==> src/rtl/bpu_train_scheduler.sv <==
// Commit-time training queue that shares the single-ported FTB/TAGE storage with
// prediction queries, letting queries win until a starvation limit forces an update.

package bpu_train_pkg;

    typedef struct packed {
        logic [31:0] start_pc;
        logic [31:0] target;
        logic [1:0]  br_taken;
        logic [1:0]  br_mask;
        logic [1:0]  ras_action;
    } ftq_bpu_meta_t;

    localparam int META_W = $bits(ftq_bpu_meta_t);

endpackage

module bpu_train_scheduler
    import bpu_train_pkg::*;
#(
    parameter int TRAIN_QUEUE_DEPTH = 4,
    parameter int STARVE_LIMIT      = 8
) (
    input  logic                                clk,
    input  logic                                rst,
    input  logic                                train_valid_i,
    input  logic [META_W-1:0]                   train_meta_i,
    output logic                                train_ready_o,
    input  logic                                query_req_i,
    output logic                                query_stall_o,
    output logic                                upd_valid_o,
    output logic [META_W-1:0]                   upd_meta_o,
    output logic [$clog2(TRAIN_QUEUE_DEPTH):0]  queue_cnt_o,
    output logic [$clog2(STARVE_LIMIT):0]       starve_cnt_o
);

    localparam int PW = $clog2(TRAIN_QUEUE_DEPTH);
    localparam int CW = PW + 1;
    localparam int SW = $clog2(STARVE_LIMIT) + 1;
    localparam logic [CW-1:0] DEPTH_C = CW'(TRAIN_QUEUE_DEPTH);
    localparam logic [SW-1:0] LIMIT_C = SW'(STARVE_LIMIT);

    typedef enum logic [1:0] {
        IDLE,
        WAIT,
        FORCE
    } state_t;

    logic [META_W-1:0] mem [TRAIN_QUEUE_DEPTH];
    logic [PW-1:0]     rd_ptr;
    logic [PW-1:0]     wr_ptr;
    logic [CW-1:0]     count;
    logic [CW-1:0]     count_nxt;
    logic [SW-1:0]     starve_cnt;
    logic [SW-1:0]     starve_nxt;
    state_t            state;
    logic              not_empty;
    logic              push;
    logic              pop;

    assign not_empty     = (count != '0);
    assign train_ready_o = (count != DEPTH_C);
    assign push          = train_valid_i & train_ready_o;
    // FORCE steals the port from the query; otherwise the update only goes when the BPU is idle.
    assign pop           = not_empty & ((state == FORCE) | ~query_req_i);

    assign upd_valid_o   = pop;
    assign query_stall_o = not_empty & (state == FORCE);
    assign upd_meta_o    = not_empty ? mem[rd_ptr] : '0;
    assign queue_cnt_o   = count;
    assign starve_cnt_o  = starve_cnt;

    always_comb begin
        count_nxt = count;
        if (push && !pop) begin
            count_nxt = count + 1'b1;
        end else if (!push && pop) begin
            count_nxt = count - 1'b1;
        end

        starve_nxt = '0;
        if (not_empty && !pop) begin
            starve_nxt = (starve_cnt == LIMIT_C) ? starve_cnt : starve_cnt + 1'b1;
        end
    end

    always_ff @(posedge clk) begin
        if (push) begin
            mem[wr_ptr] <= train_meta_i;
        end
    end

    always_ff @(posedge clk) begin
        if (rst) begin
            rd_ptr     <= '0;
            wr_ptr     <= '0;
            count      <= '0;
            starve_cnt <= '0;
            state      <= IDLE;
        end else begin
            if (push) begin
                wr_ptr <= wr_ptr + 1'b1;
            end
            if (pop) begin
                rd_ptr <= rd_ptr + 1'b1;
            end
            count      <= count_nxt;
            starve_cnt <= starve_nxt;
            if (count_nxt == '0) begin
                state <= IDLE;
            end else if (starve_nxt == LIMIT_C) begin
                state <= FORCE;
            end else begin
                state <= WAIT;
            end
        end
    end

endmodule

==> config.mk <==
export PLATFORM = sky130hd
export DESIGN_NAME = bpu_train_scheduler
export DESIGN_NICKNAME = d
export VERILOG_FILES = /design/src/rtl/bpu_train_scheduler.sv
export SDC_FILE = /design/constraint.sdc
export NUM_CORES = 1
export LEC_CHECK = 0
export BUFFER_PORTS_ARGS = -buffer_cell sky130_fd_sc_hd__buf_4
export CAP_MARGIN = 20
export CORE_MARGIN = 2
export CORE_UTILIZATION = 57
export CTS_CLUSTER_DIAMETER = 50
export DETAILED_ROUTE_END_ITERATION = 7
export PLACE_DENSITY = 0.79
export SYNTH_ARGS = -nofsm -noshare
export SYNTH_HDL_FRONTEND = slang
export SYNTH_SLANG_ARGS = --single-unit
==> constraint.sdc <==
create_clock -name clk -period 3.94 [get_ports clk]
set_input_delay 0.788 -clock clk [delete_from_list [all_inputs] [get_ports clk]]
set_output_delay 0.788 -clock clk [all_outputs]
set_load 0.02 [all_outputs]
==> out/qor.yml, run 1 <==
final_layout:
  fin_nets: 800
  most-common-layout-cells: "edfxtp_1 (280), buf_4 (154), and2_1 (72)"
  n_antenna_cell: 0
  nFillCells: 1208
  syn_to_final_growth_pct: 21.2
  final_common_cell: "edfxtp_1"
  drive_gt1_frac: 0.389
  post-route-util: 0.710
  fin_cells: 1003
detailed_routing:
  wl_um: 21000
  wl_met2_um: 10700
  wl_met1_um: 8710
  route.top_layer_used: "met4"
  drt_iter0_markers: 356
  ant_nets: 0
  drt_first_pass_iters: 5
  vias: 5631
  viasPerCell: 5.61
  wire_per_inst_um: 20.9
  drc: 0
  route.met3.wl_um: 1120
worst_setup_path:
  worstPathMaxFanout: 46
  endpoint_kind: "output port"
  reg2reg_depth: 8
  cp_data_arrival_time_ps: 2550
  worst_ep_required_time_ps: 3150
  reg2reg_slack_ps: 1500
  timing.rr.start: "queue_cnt_o[0]"
  start_kind: "flop"
  reg2reg_to: "state[0]"
  critPathKind: "reg -> out"
floorplan:
  die-area_mm2: 0.0213
  num_io_pins: 154
  die_h_um: 146
  rows: 51
  die_w_um: 146
  core_mm2: 0.0196
  initial_core_util: 0.586
synth:
  synth-seq-cells: 295
  synth_compound_area_frac: 0.0161
  ys_seq_area_frac: 0.759
  ys_warn_count: 0
  synthAdderAreaFrac: 0.00981
  syn_avg_cell_area_um2: 20.9
  ys_types: 40
  yosys.area_share.xor_xnor: 0.00458
  synthCells: 550
  synth_top_family_by_area: "multiplexers"
  synth_simple_gate_area_share: 0.0575
  synth_mux_area_frac: 0.140
  synth_fp_nets: 633
  syn_area_mm2: 0.0115
power:
  p_leak_uw: 0.00479
  ir_drop_mv: 0.521
  fin_total_pwr_uw: 9530
  powerDensity_mw_per_mm2: 685
timing:
  fin_worst_skew_ps: 14.6
  hold_viol: 0
  tns_ps: 0
  setup_viol: 0
  fmax_mhz: 300
  post-route-period-util: 0.846
  period_needed_ps: 3330
  maxSlewHeadroom: 0.610
  final_max_slew_viol_count: 0
  rsz0062_at_grt: "no"
  tightest_slew_ps: 584
clocking:
  ctsResizeCount: 0
  cts.reportedPaths.clkPinSlew_ps: 60
  clk_path_buf_depth: 3
  htree_levels: 1
  cts_made_buffers: 30
  root_buffer: "clkbuf_16"
  numClockSinks: 295
  cts_setup_buffers: 0
  insertion_delay_ps: 530
  hold_buffers: 0
  cts_tree: "yes"
run:
  drv_cap: 0
global_routing:
  grt_pass1_vias: 5957
  grt_pass1_wl_um: 32800
  grt_max_degree: 71
  grt_usage: 0.199
  overflow: 0
  antenna_found_initial: 0
placement:
  hpwlAfterDp_um: 12100
  place_inst: 946
  io_buffers: 153
  place.gp.congestion: 0.755
worst_hold_path:
  hp-class: "in -> reg"
  whs_endpoint: "mem[3][51]"
  worstHoldStart: "train_meta_i[51]"
  min_path_cells: 1
outcome:
  status: "finished, final reports clean"
[metrics by stage]
stage          cell area, um^2  hold WS (ps)  setup WS (ps)
3_5_place_dp             12900           516           1170
4_1_cts                  13800           432            584
3_3_place_gp             12900           478           1170
2_1_floorplan            11500           469            662
6_report                 13900           452            605
5_1_grt                  13900           433            447
[flip-flops by register name (all words and copies together) (netlist names), named ones only]
| signal | cells |
|---|---|
| starve_cnt_o | 4 |
| mem | 280 |
| queue_cnt_o | 3 |
| wr_ptr | 2 |
| state | 2 |
| rd_ptr | 2 |
[cells by family (layout without fill, tap and decap cells)]
| kind of cell | after synthesis | in the layout |
|---|---|---|
| compound gates | 20 | 20 |
| xor+xnor | 6 | 6 |
| fa+ha+maj | 9 | 9 |
| buf+inv | 35 | 223 |
| flops | 295 | 295 |
| mux | 73 | 73 |
| simple gates | 112 | 112 |
[synthesized netlist by cell type]
library cell	instances	area share
nor3b_1	1	0.00065
o311ai_1	1	0.00076
a41oi_1	2	0.0015
and2b_4	1	0.00087
and2b_1	2	0.0013
or3_4	1	0.00098
mux2i_1	2	0.0017
nand2_1	8	0.0026
a21o_1	1	0.00065
buf_4	2	0.0013
xor2_1	3	0.0023
nor2b_1	1	0.00055
nor2_2	1	0.00055
nand3_1	3	0.0013
nor2_1	11	0.0036
and3_2	1	0.00065
ha_1	9	0.0098
mux2_4	1	0.0013
o21ai_0	2	0.00087
inv_1	9	0.0029
edfxtp_1	280	0.73
o32ai_2	1	0.0014
a21boi_1	1	0.00065
clkbuf_1	15	0.0049
a311oi_1	1	0.00076
nand2_2	2	0.0011
a2111oi_4	1	0.0024
a21oi_1	5	0.0022
mux4_2	70	0.14
nor3_1	2	0.00087
a2111oi_0	2	0.0015
buf_2	9	0.0039
dfxtp_1	15	0.026
xnor2_1	3	0.0023
a21bo_2	1	0.00087
and3_1	4	0.0022
and2_1	72	0.039
a211oi_2	1	0.0011
nand2b_1	2	0.0011
a21oi_4	1	0.0014
[report_power, final]
group	leakage [uW]	switching [uW]	total, uW	internal, uW
registers	0.00269	169	3930	3770
logic	0.00167	1630	3080	1450
clock network	0.000425	1080	2520	1430
[worst max path at each step]
| stage | from | end | slack [ps] | cells after the start |
|---|---|---|---|---|
| finish | queue_cnt_o[0] | upd_meta_o[43] | 610 | 6 |
| global route | queue_cnt_o[1] | upd_meta_o[43] | 450 | 6 |
| CTS | flop | upd_meta_o[7] | 580 | 4 |
| detailed placement | flop | upd_meta_o[7] | 1170 | 4 |
| global placement | flop | upd_meta_o[39] | 1170 | 4 |
| floorplan | queue_cnt_o[0] | mem[0][0] | 660 | 4 |
[layout make-up]
cell class	count	area [um^2]	share of cell area
Inverter	9	33.8	0.00243
Clock inverter	14	73.8	0.00531
Sequential cell	295	8720	0.627
Timing Repair Buffer	161	1300	0.0937
Clock buffer	39	806	0.0579
Multi-Input combinational cell	220	2650	0.190
Tap cell	265	332	0.0238
[metal layers]
metal / vias up / GRT usage
met2: 182 / 0.333
met3: 35 / 0.0342
met5: - / 0
met4: 0 / 0.0662
met1: 2870 / 0.270
li1: 2544 / -
[worst max-delay path: stages (launching register included)]
cell	delay (ps)
dfxtp_1	500
inv_1	110
ha_1	290
nand2b_2	410
buf_12	310
and2_1	210
buf_4	160
Note: power is estimated with default switching activity, not from simulation.
==> run 2: changes to the inputs <==
--- a/config.mk
+++ b/config.mk
@@ -5,6 +5,7 @@
 export SDC_FILE = /design/constraint.sdc
 export NUM_CORES = 1
 export LEC_CHECK = 0
+export ABC_AREA = 1
 export BUFFER_PORTS_ARGS = -buffer_cell sky130_fd_sc_hd__buf_4
 export CAP_MARGIN = 20
 export CORE_MARGIN = 2
==> constraint.sdc (replaced) <==
create_clock -name clk -period 3.3 [get_ports clk]
set_input_delay 0.66 -clock clk [delete_from_list [all_inputs] [get_ports clk]]
set_output_delay 0.66 -clock clk [all_outputs]
set_load 0.02 [all_outputs]
==> out/qor.yml, run 2 <==
outcome:
  status: "finished, final reports clean"
timing:
  maxSlewHeadroom: 0.385  # -0.225
  fin_worst_skew_ps: 5.65  # -8.99 ps
  tightest_slew_ps: 922  # +337 ps
  rsz0062_at_grt: "no"
  hold_viol: 0  # unchanged
  period_needed_ps: 2930
  final_max_slew_viol_count: 0  # unchanged
  fmax_mhz: 341
  whs_ps: 324  # -128 ps
  post-route-period-util: 0.887
  setup_viol: 0  # unchanged
final_layout:
  syn_to_final_growth_pct: 21.0
  largest_reg_flops: 280  # unchanged
  n_antenna_cell: 0  # unchanged
  drive_gt1_frac: 0.206  # -0.183
  fin_nets: 1167  # +46%
  largest-register: "mem"
  final_common_cell: "nor2_1"
  fin_cells: 1372  # +37%
  most-common-layout-cells: "nor2_1 (291), edfxtp_1 (280), buf_4 (165)"
  final_area_mm2: 0.0140  # +0.53%
  post-route-util: 0.698  # -0.0122
power:
  intPower_uw: 7500  # +13%
  seqPwrFrac: 0.410  # -0.003
  p_comb_frac: 0.299  # -0.024
  p_sw_frac: 0.317  # +0.0146
  power_switching_uw: 3480  # +21%
  pwr-share-clk: 0.292  # +0.028
  ir_drop_mv: 0.593  # +14%
  p_leak_uw: 0.00513  # +7.1%
  powerDensity_mw_per_mm2: 785  # +15%
synth:
  syn_avg_cell_area_um2: 12.3  # -41%
  ys_seq_area_frac: 0.753  # -0.00501
  synth_common_cells: "nor2_1 (295), edfxtp_1 (280), o21ai_0 (143)"
  ys_types: 22  # -45%
  ys_warn_count: 0  # unchanged
  synthCells: 936  # +70%
  synth-seq-cells: 295  # unchanged
  synth.most_common_cell: "nor2_1"
  synth.top_cell.area_share: 0.728  # -0.00484
  synth_ff_type: "edfxtp_1"
  synth_largest_area_cell: "edfxtp_1"
  syn_area_mm2: 0.0116  # +0.66%
  synthArstFlopShare: 0  # unchanged
  synth_fp_nets: 1019  # +61%
  synth_edf_count: 280  # unchanged
  ys_top_cells_by_area: "edfxtp_1 (73%), nor2_1 (9.6%), o21ai_0 (6.2%)"
run:
  drv_cap: 0  # unchanged
clocking:
  hold_buffers: 0  # unchanged
  cts.reportedPaths.clkPinSlew_ps: 60  # about the same
  insertion_delay_ps: 530  # about the same
  htree_levels: 1  # unchanged
  cts_tree: "yes"
  cts_setup_buffers: 0  # unchanged
  clk_path_buf_depth: 3  # unchanged
  cts_made_buffers: 30  # unchanged
  ctsResizeCount: 0  # unchanged
  root_buffer: "clkbuf_16"
  numClockSinks: 295  # unchanged
worst_setup_path:
  endpoint_kind: "output port"
  worstPathMaxFanout: 19  # -59%
  start_kind: "flop"
  cp_data_arrival_time_ps: 2270  # -280 ps
  critPathKind: "reg -> out"
  worst_ep_required_time_ps: 2640  # -510 ps
floorplan:
  die_h_um: 146  # +0.33%
  rows: 52  # +2.0%
  initial_core_util: 0.577  # -0.00933
  die-area_mm2: 0.0214  # +0.65%
  die_w_um: 146  # +0.33%
  num_io_pins: 154  # unchanged
  core_mm2: 0.0200  # +2.3%
detailed_routing:
  viasPerCell: 5.44  # -3.1%
  ant_nets: 0  # unchanged
  wire_per_inst_um: 17.8  # -15%
  drt_iter0_markers: 483  # +36%
  vias: 7461  # +32%
  drt_first_pass_iters: 7  # +2
  drc: 0  # unchanged
  wl_um: 24500  # +16%
global_routing:
  grt_pass1_wl_um: 37900  # +16%
  grt_usage: 0.225  # +0.0264
  antenna_found_initial: 0  # unchanged
  overflow: 0  # unchanged
  grt_max_degree: 141  # +99%
  grt_pass1_vias: 7365  # +24%
placement:
  place.gp.congestion: 0.751  # -0.61%
  place_inst: 1322  # +40%
  io_buffers: 153  # unchanged
  placed_area_mm2: 0.0130  # +0.72%
  hpwlAfterDp_um: 13700  # +13%
worst_hold_path:
  hp-class: "in -> reg"
run 2: kinds of logic after synthesis:
| group | count (synthesis) | share of synthesized area |
|---|---|---|
| and+or+nand+nor | 334 | 0.113 |
| buffers and inverters | 79 | 0.0285 |
| adders and majority gates | 9 | 0.00974 |
| AOI/OAI and AO/OA | 217 | 0.0942 |
| DFF | 295 | 0.753 |
| xor gates and xnor gates | 2 | 0.00152 |
run 2: per-stage QoR:
step	TNS, ps	total power [uW]	setup WS (ps)
2_1_floorplan	-25020	6480	-89.4
3_3_place_gp	0	7780	997
3_5_place_dp	0	7850	927
4_1_cts	0	11000	359
5_1_grt	0	11500	246
6_report	0	11000	371
run 2: layout make-up:
type / count / area, um^2
fill: 1375 / 6060
inverter: 25 / 95.1
timing repair buffer: 170 / 1340
multi-input combinational: 562 / 2550
clock buffer: 41 / 853
tap: 270 / 338
sequential: 295 / 8710
clock inverter: 9 / 95.1
run 2: power groups by stage:
| stage | sequential (uW) | combinational [uW] | clock [uW] |
|---|---|---|---|
| after detailed placement | 4580 | 3280 | 0 |
| after global placement | 4560 | 3220 | 0 |
| final | 4500 | 3280 | 3200 |
| after CTS | 4500 | 3290 | 3250 |
| after floorplan | 4580 | 1900 | 0 |
| after global routing | 4520 | 3550 | 3410 |
run 2: path summary, 6_finish.rpt:
kind / slack (ps) / from / cells past startpoint / endpoint
max: 370 / queue_cnt_o[0] / 7 / upd_meta_o[50]
min: 320 / rst / 2 / starve_cnt_o[0]
max reg2reg: 1100 / queue_cnt_o[0] / 6 / mem[1][34]
min reg2reg: 500 / rd_ptr[1] / 2 / flop
run 2: routing by layer:
layer / wire length [um] / part of all wire / track usage
met1: 9880 / 0.40 / 0.295
met2: 12500 / 0.51 / 0.396
met3: 1580 / 0.065 / 0.0338
met4: 462 / 0.019 / 0.0655
met5: 0 / 0 / 0
run 2: worst max-delay path, stage by stage, from the launching register on:
cell and delay (ps):
dfxtp_1 400, inv_1 100, ha_1 240, nand2_2 110
inv_2 190, buf_4 250, a21oi_1 240, buf_4 200
